==> src/rtl/serial_operand_feeder.sv <==
// Serialises a WIDTH-bit operand pair plus carry-in LSB-first for the bit-serial adder.
// Latency: bit 0 two cycles after accept (one CLEAR cycle first); backpressure: in_ready only in IDLE.
module serial_operand_feeder #(
    parameter int WIDTH = 4
) (
    input  logic             clk,
    input  logic             reset,
    input  logic             in_valid,
    output logic             in_ready,
    input  logic [WIDTH-1:0] op_a,
    input  logic [WIDTH-1:0] op_b,
    input  logic             cin_in,
    output logic             a,
    output logic             b,
    output logic             cin,
    output logic             add_clr,
    output logic             bit_valid,
    output logic             last_bit
);

    localparam int CW = (WIDTH > 1) ? $clog2(WIDTH) : 1;
    localparam logic [CW-1:0] LAST = CW'(WIDTH - 1);

    typedef enum logic [1:0] {IDLE, CLEAR, SHIFT} state_t;

    state_t           state, state_nxt;
    logic [WIDTH-1:0] sh_a, sh_b;
    logic             c_reg;
    logic [CW-1:0]    count;
    logic             ready_en;
    logic             accept;

    assign accept = in_valid && in_ready;

    // ready_en keeps in_ready low until the first edge after reset is released
    always_ff @(posedge clk or negedge reset) begin
        if (!reset) begin
            state    <= IDLE;
            sh_a     <= '0;
            sh_b     <= '0;
            c_reg    <= 1'b0;
            count    <= '0;
            ready_en <= 1'b0;
        end else begin
            state    <= state_nxt;
            ready_en <= 1'b1;
            if (accept) begin
                sh_a  <= op_a;
                sh_b  <= op_b;
                c_reg <= cin_in;
                count <= '0;
            end else if (state == SHIFT) begin
                sh_a <= sh_a >> 1;
                sh_b <= sh_b >> 1;
                if (count != LAST)
                    count <= count + 1'b1;
            end
        end
    end

    always_comb begin
        state_nxt = state;
        in_ready  = 1'b0;
        a         = 1'b0;
        b         = 1'b0;
        cin       = 1'b0;
        add_clr   = 1'b0;
        bit_valid = 1'b0;
        last_bit  = 1'b0;
        case (state)
            IDLE: begin
                in_ready = ready_en;
                if (in_valid && ready_en)
                    state_nxt = CLEAR;
            end
            CLEAR: begin
                add_clr   = 1'b1;
                state_nxt = SHIFT;
            end
            SHIFT: begin
                bit_valid = 1'b1;
                a         = sh_a[0];
                b         = sh_b[0];
                cin       = (count == '0) ? c_reg : 1'b0;
                last_bit  = (count == LAST);
                if (count == LAST)
                    state_nxt = IDLE;
            end
            default: state_nxt = IDLE;
        endcase
    end

endmodule

==> config.mk <==
export PLATFORM = sky130hd
export DESIGN_NAME = serial_operand_feeder
export DESIGN_NICKNAME = d
export VERILOG_FILES = /design/src/rtl/serial_operand_feeder.sv
export SDC_FILE = /design/constraint.sdc
export NUM_CORES = 1
export LEC_CHECK = 0
export CAP_MARGIN = 15
export CORE_UTILIZATION = 34
export CTS_CLUSTER_SIZE = 40
export DETAILED_ROUTE_END_ITERATION = 8
export GPL_ROUTABILITY_DRIVEN = 0
export HOLD_SLACK_MARGIN = 0.08
export SYNTH_ARGS = -nofsm -noshare
export SYNTH_HDL_FRONTEND = slang
export SYNTH_SLANG_ARGS = --single-unit
==> constraint.sdc <==
create_clock -name clk -period 1.65 [get_ports clk]
set_input_delay 0.2475 -clock clk [delete_from_list [all_inputs] [get_ports clk]]
set_output_delay 0.2475 -clock clk [all_outputs]
set_load 0.005 [all_outputs]
# Yosys cells after proc, flatten, opt, wreduce, memory -nomap -nowiden
# Cells that the tools add are included.
# word_totals
reg_bits	14
elab_cells	39
inputBits	12
output_inout_bits	7
# op_classes
n_eq_ne	6
add_sub_neg	1
mux	18
n_reduce_logical	8
# ops
operator	count
2-to-1 mux 4 bit	4
2-to-1 mux 2 bit	5
2-to-1 mux 1 bit	8
one-hot mux 2 bit (3 select lines)	1
equality test 2 bit (second input constant)	2
logical NOT 2 bit	2
inequality test 2 bit (second input constant)	2
AND reduction 2 bit	2
nonzero test 2 bit	2
adder 2 x 1 -> 2 bit (second input constant)	1
equality test 2 x 1 -> 1 bit (second input constant)	1
logical AND 1 bit	2
inequality test 2 x 1 -> 1 bit (second input constant)	1

# Longest topological paths before layout
# depth
ltp_word	5
depth_mapped	4
ltp_nobuf	4

# Least setup slack after synthesis
# OpenSTA, ideal clock, no wires.
# synth_timing
path_kind	flip-flop to flip-flop
startpoint	register state[1]
endpoint	register c_reg
path_stages_with_launch	4
path_buffers	1
setup_slack_ns	0.445
period_less_slack_ns	1.205
required_ns	1.525
setup_time_ns	0.125
arrival_ns	1.080
path_cell_list	dfrtp_1 and4bb_1 buf_6 mux2_4
# synth_between
elab_chain_len	3
# synth_lines
item	line	text
start, declared	26	state_t state, state_nxt;
start signal, assigned	45	state <= state_nxt;
logical NOT 2 bit	70	case (state)
2-to-1 mux 1 bit	70	
logical AND 1 bit	33	assign accept = in_valid && in_ready;
end signal, assigned	50	c_reg <= cin_in;
end, declared	28	logic c_reg;
# Every way passes these cells.
# A chain may end at the register's enable or synchronous reset.

# Worst setup path in the final report
# layout_timing
startpoint	register state[1]
endpoint	output in_ready
# layout_between
elab_chain_len	2
# layout_lines
item	line	text
logical NOT 2 bit	70	
2-to-1 mux 1 bit	70	
end, declared	9	output logic in_ready,
# Every way passes these cells.

==> out/results.txt <==
Power Density = 1430 mW/mm²
Commonest non-fill, non-tap cell in the layout = dfrtp_1
Sequential area share after synthesis = 0.522
Syn Nets = 77
Drt pass-1 iters = 3
Setup repair after global routing missed its margin = false
Startpoint type of the worst setup path = register
Syn_area_per_cell = 10.6 µm²
Layout Nets = 105
Sequential Power Share = 0.409
Leak pwr = 0.498 nW
Drt first-iter violations = 3
Starting Density = 0.376
Vias in the first global route = 498
Yosys warnings = 0
IR drop worst, VDD = 0.642 mV
Post-synth cell types = 24
Total wire length = 1.27 mm
Total Power = 1.38 mW
Clk_lat worst skew = 0.28 ns
CTS tree = done
Clock transition at path regs = 0.09 ns
Final period demand of the worst path = 1.55 ns
Max Slew Vio Count = 0
Endpoints failing setup = 0
Xor and xnor area share after synthesis = 0.0131
Buffers on Ports = 18
Largest family of logic cells by synthesized area = simple AND/OR/NAND/NOR gates
Root Buffer Master = clkbuf_4
R2r worst-path depth = 3
Post-synth top area share = 0.522
ANT nets after route = 0
Switching Share = 0.318
CTS H-tree depth = 1
Period utilisation layout = 0.940
Hold Crit Class = input port to async pin
Switching pwr = 0.439 mW
Clock network power share = 0.180
Outcome = finished, final reports clean
Comb pwr share = 0.411
Post-synth top area cell = dfrtp_1
CP startpoint = state[1]$_DFFE_PN0P_
First-pass GRT wire length = 2.27 mm
Antenna diode count = 0
Maxcap violations = 0
Post-Route Setup TNS = 0 ns
Synth Area in Adders = 0.0373
Final worst clock skew = 0.00133 ns
Fin Hold WS = 0.269 ns
Die Area = 0.00215 mm²
Syn Inst Count = 63
CTS sink cnt = 14
Worst R2R Start = state[1]$_DFFE_PN0P_
Cell-internal power = 0.940 mW
GRT Util Overall = 0.158
Max Buffers Root-to-Sink = 2
Post-synthesis mux area share = 0.112
WP data required = 1.40 ns
Die Wd = 46.4 µm
Largest cells by area after synthesis = dfrtp_1 52%, mux2i_1 9.0%, nand2_1 6.2%
Post-Synth Simple-Gate Area = 0.183
DR vias = 516
Core Region = 0.00178 mm²
FP Rows = 15
Complex-gate fraction of the synthesized area = 0.0746
TritonCTS Buffers = 3
Synthesized area = 671 µm²
Initial antenna violation count = 0
Area delta synth->final = 43.3%
Synthesized flop and latch total = 14
Commonest cells after routing, fill and taps aside = 13 x dfrtp_1, 11 x nand2_1, 11 x clkdlybuf4s50_1
Overflow after GRT = 0
Die height = 46.4 µm
Final HPWL DP = 904 µm
Max Freq = 644 MHz
CP Class = register to output pin
Vias per inst = 4.49
Final Hold Fails = 0
# DRC = 0
Worst Path Arrival = 1.30 ns
Share of cells above drive strength 1 = 0.211
CP max FO = 4
Pin count of the biggest net entering global routing = 15
DR WL/cell = 11.0 µm
Num ports = 19
Top Registers = sh_a: 4 flops, sh_b: 4 flops
CP endpoint kind = output pin
==> cell families (layout without fill, tap and decap cells) <==
group / after synthesis / in the layout
AO/OA/AOI/OAI: 10 / 10
other: 1 / 1
AND/OR/NAND/NOR: 22 / 22
adder cells (fa/ha/maj): 2 / 2
XOR/XNOR: 1 / 1
buffers and inverters: 6 / 33
flip-flops: 14 / 14
multiplexers: 7 / 7
==> worst max-delay path, cell delays in order (launching register included) <==
cell           delay [ns]
dfrtp_2              0.45
buf_4                0.14
nor3b_1              0.18
dlygate4sd2_1        0.26
==> synth_stat cells (all sizes together) <==
| master | n |
|---|---|
| nor3b | 2 |
| inv | 3 |
| nand2b | 1 |
| and2 | 3 |
| buf | 3 |
| nor2 | 1 |
| mux2 | 1 |
| conb | 1 |
| and4bb | 1 |
| or2 | 1 |
| dfrtp | 14 |
| o21ai | 9 |
| xnor2 | 1 |
| and3 | 1 |
| ha | 2 |
| a21oi | 1 |
| and2b | 1 |
| nand2 | 11 |
| mux2i | 6 |
==> layout make-up <==
type | instances | area, µm²
inverters | 3 | 11.3
multi-input cells | 43 | 295
well taps | 25 | 31.3
flip-flops and latches | 14 | 352
fillers | 179 | 822
repair buffers | 26 | 235
clock buffers | 4 | 36.3
==> path summary, 6_finish.rpt <==
kind	end	slack (ns)
min in group clk	sh_a[3]$_DFFE_PN0P_	0.50
min	sh_b[0]$_DFFE_PN0P_	0.27
min reg2reg	c_reg$_DFFE_PN0P_	0.52
max in group asynchronous	state[1]$_DFFE_PN0P_	1.20
max reg2reg	c_reg$_DFFE_PN0P_	0.30
max	in_ready	0.1
==> power groups by stage <==
stage	combinational (mW)	sequential, mW	clock (mW)
floorplan	0.355	0.543	0
global placement	0.522	0.562	0
detailed placement	0.540	0.567	0
CTS	0.573	0.564	0.258
global route	0.647	0.583	0.273
finish	0.567	0.564	0.248
==> metrics by stage <==
step / std cells / worst slack (ns) / util / area (µm²)
global route: 115 / 0.00412 / 0.539 / 961
global placement: 108 / 0.171 / 0.502 / 896
CTS: 115 / 0.0115 / 0.538 / 958
floorplan: 63 / 0.445 / - / 671
finish: 115 / 0.0982 / 0.539 / 961
detailed placement: 108 / 0.151 / 0.502 / 896
==> metal layers <==
metal,up-vias,global-route usage,part of all wire
met3,2,0.0235,0.042
met1,241,0.205,0.48
li1,261,-,-
met4,0,0.106,0.0095
met5,-,0,0
met2,12,0.242,0.47
==> repair_timing <==
item | in CTS | in global routing
endpoints found under the setup margin | 7 | 1
pin swaps | 1 | 0
setup buffers | 3 | 0
hold buffers | 0 | 0
gates resized for setup | 9 | 1
Note: power is estimated with default switching activity, not from simulation.
